File: src/rtl/pkt_fifo_unloader.sv
// Purpose : read side of the packet FIFO; issues reads, absorbs read latency in a skid buffer, frames output.
// Latency : fifo_rden in cycle n -> tx_valid in cycle n+c_RD_LATENCY+1; 1 word/clock sustained.
// Backpressure: tx_ready low holds the head word; reads stop once buffered + in-flight words fill the skid.
//
// Ports:
//   RdClock, Reset          sole clock, synchronous active-high reset
//   fifo_empty/fifo_rden    FIFO read handshake, one word per fifo_rden cycle
//   fifo_q                  {eop, sop, payload}, valid c_RD_LATENCY cycles after fifo_rden
//   tx_valid/tx_ready       output stream with tx_sop/tx_eop/tx_data from the skid head
//   pkt_count               EOP transfers delivered, wraps
//   frame_err               sticky framing error (orphan word or SOP inside a packet)
//   busy                    words in flight or buffered, or a packet is open
module pkt_fifo_unloader #(
    parameter int c_DATA_WIDTH = 64,
    parameter int c_RD_LATENCY = 2,
    parameter int c_SKID_DEPTH = 4,
    parameter int c_CNT_WIDTH  = 16
) (
    input  logic                    RdClock,
    input  logic                    Reset,
    input  logic                    fifo_empty,
    output logic                    fifo_rden,
    input  logic [c_DATA_WIDTH+1:0] fifo_q,
    input  logic                    tx_ready,
    output logic                    tx_valid,
    output logic                    tx_sop,
    output logic                    tx_eop,
    output logic [c_DATA_WIDTH-1:0] tx_data,
    output logic [c_CNT_WIDTH-1:0]  pkt_count,
    output logic                    frame_err,
    output logic                    busy
);

    localparam int PTR_W = $clog2(c_SKID_DEPTH);
    // Wide enough to hold occ + inflight without overflow.
    localparam int OCC_W = $clog2(c_SKID_DEPTH + c_RD_LATENCY + 1);
    localparam logic [OCC_W-1:0] DEPTH_C = OCC_W'(c_SKID_DEPTH);

    typedef enum logic {
        S_IDLE = 1'b0,
        S_PKT  = 1'b1
    } state_t;

    state_t                   state_q, state_d;
    logic [c_RD_LATENCY-1:0]  ret_sr_q, ret_sr_d;
    logic [PTR_W-1:0]         wr_ptr_q, wr_ptr_d;
    logic [PTR_W-1:0]         rd_ptr_q, rd_ptr_d;
    logic [OCC_W-1:0]         occ_q, occ_d;
    logic [c_CNT_WIDTH-1:0]   pkt_count_q, pkt_count_d;
    logic                     frame_err_q, frame_err_d;
    logic [c_DATA_WIDTH+1:0]  skid_q [c_SKID_DEPTH];

    logic [OCC_W-1:0]         inflight;
    logic [c_DATA_WIDTH+1:0]  head;
    logic                     head_sop;
    logic                     head_eop;
    logic                     have_head;
    logic                     drop;
    logic                     xfer;
    logic                     pop;
    logic                     push;

    // Reads still travelling through the FIFO's read pipeline.
    always_comb begin
        inflight = '0;
        for (int i = 0; i < c_RD_LATENCY; i++) begin
            inflight = inflight + OCC_W'(ret_sr_q[i]);
        end
    end

    // Credit check: every issued read must have a guaranteed skid slot when it lands.
    assign fifo_rden = !fifo_empty && !Reset && ((occ_q + inflight) < DEPTH_C);

    // Tail of the return shift register marks the cycle fifo_q carries a requested word.
    assign push      = ret_sr_q[c_RD_LATENCY-1] && !Reset;

    assign head      = skid_q[rd_ptr_q];
    assign head_sop  = head[c_DATA_WIDTH];
    assign head_eop  = head[c_DATA_WIDTH+1];
    assign have_head = (occ_q != '0);

    // A word without SOP outside a packet is an orphan: discard it without presenting it.
    assign drop      = have_head && (state_q == S_IDLE) && !head_sop;
    assign tx_valid  = have_head && !drop;
    assign xfer      = tx_valid && tx_ready;
    assign pop       = xfer || drop;

    // Gate payload/framing with tx_valid so idle outputs read as zero.
    assign tx_sop    = tx_valid && head_sop;
    assign tx_eop    = tx_valid && head_eop;
    assign tx_data   = tx_valid ? head[c_DATA_WIDTH-1:0] : '0;

    assign pkt_count = pkt_count_q;
    assign frame_err = frame_err_q;
    assign busy      = have_head || (ret_sr_q != '0) || (state_q == S_PKT);

    always_comb begin
        state_d     = state_q;
        pkt_count_d = pkt_count_q;
        frame_err_d = frame_err_q;
        ret_sr_d    = (ret_sr_q << 1) | c_RD_LATENCY'(fifo_rden);
        wr_ptr_d    = wr_ptr_q + PTR_W'(push);
        rd_ptr_d    = rd_ptr_q + PTR_W'(pop);
        occ_d       = occ_q + OCC_W'(push) - OCC_W'(pop);

        if (drop) begin
            frame_err_d = 1'b1;
        end

        if (xfer) begin
            // SOP seen while a packet is open: flag it but keep forwarding.
            if ((state_q == S_PKT) && head_sop) begin
                frame_err_d = 1'b1;
            end
            if (head_eop) begin
                state_d     = S_IDLE;
                pkt_count_d = pkt_count_q + c_CNT_WIDTH'(1);
            end else begin
                state_d     = S_PKT;
            end
        end
    end

    always_ff @(posedge RdClock) begin
        if (Reset) begin
            state_q     <= S_IDLE;
            ret_sr_q    <= '0;
            wr_ptr_q    <= '0;
            rd_ptr_q    <= '0;
            occ_q       <= '0;
            pkt_count_q <= '0;
            frame_err_q <= 1'b0;
        end else begin
            state_q     <= state_d;
            ret_sr_q    <= ret_sr_d;
            wr_ptr_q    <= wr_ptr_d;
            rd_ptr_q    <= rd_ptr_d;
            occ_q       <= occ_d;
            pkt_count_q <= pkt_count_d;
            frame_err_q <= frame_err_d;
        end
    end

    // Storage needs no reset: occ gates every read of it.
    always_ff @(posedge RdClock) begin
        if (push) begin
            skid_q[wr_ptr_q] <= fifo_q;
        end
    end

endmodule
File: config.mk
export PLATFORM = sky130hd
export DESIGN_NAME = pkt_fifo_unloader
export DESIGN_NICKNAME = d
export VERILOG_FILES = /design/src/rtl/pkt_fifo_unloader.sv
export SDC_FILE = /design/constraint.sdc
export NUM_CORES = 1
export LEC_CHECK = 0
export ABC_AREA = 1
export CAP_MARGIN = 10
export CORE_ASPECT_RATIO = 1.4
export CORE_MARGIN = 4
export CORE_UTILIZATION = 30
export CTS_BUF_LIST = sky130_fd_sc_hd__clkbuf_4
export CTS_CLUSTER_DIAMETER = 200
export DETAILED_ROUTE_END_ITERATION = 16
export GPL_ROUTABILITY_DRIVEN = 0
export SLEW_MARGIN = 5
export SYNTH_ARGS = -nofsm -noshare
export SYNTH_HDL_FRONTEND = slang
export SYNTH_SLANG_ARGS = --single-unit
export TNS_END_PERCENT = 100
File: constraint.sdc
create_clock -name RdClock -period 8 [get_ports RdClock]
set_input_delay 0.8 -clock RdClock [delete_from_list [all_inputs] [get_ports RdClock]]
set_output_delay 0.8 -clock RdClock [all_outputs]
set_load 0.1 [all_outputs]
# == Word-level counts from Yosys, hierarchy flattened ==
# Memory sizes are Yosys's and may differ from the RTL's. A register that Yosys moved wholly into a read port is not among the register bits.
# Index checks and enable logic that the tools add are counted.
# totals
reg_bits,27
ram_bits,264
input_bits,70
output_inout_bits,86
word_cells,46
n_memories,1
# mem_list
name,depth,width,read_ports,rd_clocked_by_memory_dff,wr,line,text
skid_q,4,66,1,1,1,51,logic [c_DATA_WIDTH+1:0] skid_q [c_SKID_DEPTH];
# op_classes
addsub,7
n_lt_le_gt_ge,1
mux,8
bitwise,2
n_reduce_logical,20
# op_table
operator,count
2-to-1 mux 64 bit,1
adder 16 x 1 -> 16 bit (second input constant),1
logical AND 1 bit,10
2-to-1 mux 1 bit,6
adder 2 x 1 -> 2 bit,2
zero test 1 bit,4
adder 3 x 1 -> 3 bit,1
adder 3 x 2 -> 3 bit,1
logical OR 1 bit,3
< comparator 3 bit (second input constant),1
nonzero test 3 bit,1
subtractor 3 x 1 -> 3 bit,1
adder 1 x 1 -> 2 bit,1
2-to-1 mux 2 bit,1
OR 2 x 1 -> 2 bit,1
AND reduction 2 bit,1
nonzero test 2 bit,1
NOT 1 bit,1

# == Longest topological paths before layout ==
# logic_depth
ltp_word,9
depth_mapped,14
ltp_nobuf,13

# == Worst setup path before layout ==
# OpenSTA, ideal clock, no wires.
# synth_timing
kind,input-to-reg
startpoint,input Reset
endpoint,"memory skid_q[0][0] in the netlist's numbering, enable pin"
arrival_ps,5745
t_required_ps,7428
setup_slack_ps,1683
stages,4
n_path_buf,1
path_cell_list,clkbuf_1 -> nor2_1 -> inv_1 -> nor3_1
# synth_between
elab_chain_cells,4
# synth_lines
element,line,text
start: declaration,20,"input logic Reset,"
zero test 1 bit,75,assign push = ret_sr_q[c_RD_LATENCY-1] && !Reset;
logical AND 1 bit,75,
2-to-1 mux 1 bit,146,if (push) begin
2-to-1 mux 1 bit (implied by the code),147,skid_q[wr_ptr_q] <= fifo_q;
end: declaration,51,
# Every way passes these cells.

==> summary.md <==
| Metric | Value |
|---|---|
| Core Area | `39,280 µm²` |
| Core Rows | `86` |
| H-tree Lvls | `3` |
| Most frequent cells after synthesis | `nor2_1 (288), edfxtp_1 (264), o21ai_0 (129), nand2_1 (57), a21oi_2 (51)` |
| WHS Endpoint | `ret_sr_q[1]` |
| IO Count | `156` |
| First-pass GRT wire length | `44.04 mm` |
| TNS Setup | `0 ps` |
| Clock latency on the worst-skew pair | `740 ps` |
| Layout fillers | `3,756` |
| Worst Path Buf+Inv | `3` |
| Hold Path Class | `reg -> reg` |
| Fin. max-slew vios | `0` |
| Worst Path Required | `7200 ps` |
| Via Count | `7,961` |
| Worst-path cell chain | `inv_4 -> nand2_1 -> nand3_1 -> nand2_2 -> nand2_4 -> nand2_4 -> buf_4 -> a21oi_1 -> clkdlybuf4s50_1` |
| Synth Cell Area | `11,900 µm²` |
| Hold buffer count at CTS | `0` |
| Met3 Resource Use GR | `3.337%` |
| Async SR Flop Fraction | `0%` |
| Reg2Reg Launch Point | `rd_ptr_q[0]` |
| Routed Antenna Nets | `0` |
| Aggregate global routing overflow | `0` |
| PostCTS Resize Cnt | `0` |
| IO Port Bufs | `155` |
| Largest net degree at the start of global routing | `90` |
| Initial antenna violation count | `1` |
| Hold depth | `2` |
| EDFF count, synth | `264` |
| Leading area contributor after synthesis | `edfxtp_1` |
| DR pass1 iterations | `5` |
| Critical-path top delay cell | `clkdlybuf4s50_1` |
| Reg2reg path depth | `13` |
| Initial Util | `30.31%` |
| Crit path arrival time | `4540 ps` |
| Largest cells by area after synthesis | `edfxtp_1 (67%), nor2_1 (9.1%), o21ai_0 (5.4%)` |
| Cts bufs inserted | `75` |
| Worst r2r dst | `occ_q[2]` |
| Area Overhead vs Synth | `25.28%` |
| Worst-path clk slew | `70 ps` |
| Status | `finished, final reports clean` |
| Unrepaired setup endpoints after global routing | `no` |
| Worst Setup Start Kind | `flop` |
| Crit share post-route | `66.77%` |
| Flop2flop setup slack | `4930 ps` |
| Most frequent cell after synthesis | `nor2_1` |
| Post-Syn Nets | `1,066` |
| Critical Path Most Common Cell | `nand2_4` |
| CP Max Fanout | `62` |
| Synthesized area per cell | `12.04 µm²` |
| Synth top area share | `66.60%` |
| Clock Sinks | `291` |
| Hold Startpoint | `ret_sr_q[0]` |
| Register area share after synthesis | `71.14%` |
| Final Hold Viols | `0` |
| Endpoint type of the worst setup path | `primary output` |
| Met2 Usage GRT | `22.77%` |
| Max Clock Freq | `187.2 MHz` |
| Crit path time final | `5342 ps` |
| CTS tree | `done` |
| Post-Syn Instances | `989` |
| Max-Cap Viols | `0` |
| Slew @ Worst Pin | `1081 ps` |
| GRT busiest layer | `met2` |
| DRC violations left | `0` |
| WS Path Type | `reg -> out` |
| Top delay family on crit path | `buffers and inverters` |
| Most used DFF post-synth | `edfxtp_1` |
| Final wirelength | `28.59 mm` |
| Die area | `42,980 µm²` |
| Max clock buf depth | `3` |
| Synth Register Bits | `291` |
| Yosys cell types | `31` |
| Gr usage total | `13.26%` |
| Worst Skew | `46.46 ps` |
| WL per Instance | `16.23 µm` |
| Die height | `243.7 µm` |
| Total setup buffers inserted after CTS | `0` |
| CP peak stage delay | `1010 ps` |
| Root Buffer | `clkbuf_4` |
| M1 GR Usage | `15.33%` |
| Final layout net count | `1,257` |
| Max_slew headroom | `27.94%` |
| Synth warn | `0` |
| Layout cells sized above 1 | `16.22%` |
| Die Wd | `176.4 µm` |
| Vias in the first global route | `8,122` |
| # setup viols final | `0` |
| DP Wirelength | `16.11 mm` |
| Detail-routed via count per cell | `4.518` |
| First DRT Iteration DRCs | `423` |
[worst min-delay path: stages (launching register included)]
cell	delay, ps
dfxtp_1	320
inv_1	70
nor2_1	40
[final cells by class]
class | count | area [µm²] | area share, %
multi-input cells | 613 | 3039 | 20.38
repair buffers | 167 | 1642 | 11.01
diodes | 1 | 2.502 | 0.01678
clock buffers | 104 | 780.7 | 5.235
inverters | 32 | 122.6 | 0.8222
clock inverters | 26 | 190.2 | 1.275
well taps | 528 | 660.6 | 4.430
flip-flops and latches | 291 | 8476 | 56.83
[flip-flops by register name, indices dropped and copies added, names as in the netlist]
signal,flops
occ_q,3
ret_sr_q,2
pkt_count,16
skid_q,264
rd_ptr_q,2
frame_err,1
wr_ptr_q,2
state_q,1
[per-layer routing]
layer  share of wire, %  vias to the layer above
met4                3.0                        0
met3                5.5                       62
met2                 50                      237
li1                   -                     3862
met1                 41                     3800
met5                  0                        -
[worst max path at each step]
| stage | slack [ps] | depth (start not counted) | end | start |
|---|---|---|---|---|
| 3_5_place_dp | 3300 | 9 | tx_data[1] | rd_ptr_q[0] |
| 2_1_floorplan | 1680 | 4 | skid_q[0][0] | Reset |
| 4_1_cts | 2380 | 9 | tx_data[1] | rd_ptr_q[0] |
| 3_3_place_gp | 3380 | 9 | tx_valid | rd_ptr_q[0] |
| 6_report | 2660 | 9 | tx_data[1] | rd_ptr_q[0] |
| 5_1_grt | 2220 | 9 | tx_data[1] | rd_ptr_q[0] |
[through the flow]
stage          setup WS [ps]  hold WS [ps]  util (%)  area (µm²)  std cells
2_1_floorplan           1683         428.6         -       11900        989
3_3_place_gp            3383         462.4     35.49       13940       1631
3_5_place_dp            3301         457.1     35.49       13940       1631
4_1_cts                 2378         479.4     37.96       14910       1761
5_1_grt                 2217         490.4     37.97       14910       1762
6_report                2658         484.3     37.97       14910       1762
[logic make-up (layout without fill, tap and decap cells)]
group / count (synthesis) / in the layout / synth area share [%]
and+or+nand+nor: 384 / 384 / 13.17
DFF: 291 / 291 / 71.14
AOI/OAI and AO/OA: 209 / 209 / 10.40
buffers and inverters: 85 / 329 / 3.542
xor gates and xnor gates: 13 / 13 / 0.9565
adders and majority gates: 7 / 7 / 0.7988
other: 0 / 1 / 0
[cells in the final DEF (no fill, tap or decap), types with 6 or more instances in the layout]
cell type,count
nor2_1,288
edfxtp_1,264
o21ai_0,129
nand2_1,57
nand3_1,14
a21oi_1,25
dfxtp_1,25
clkdlybuf4s50_1,155
inv_1,30
clkbuf_4,104
buf_4,12
ha_1,6
a21oi_2,51
clkinv_1,15
xor2_1,9
Power is left out: the tool's default activity adds up to more than one toggle a clock period on the data nets, which glitch-free logic cannot reach.
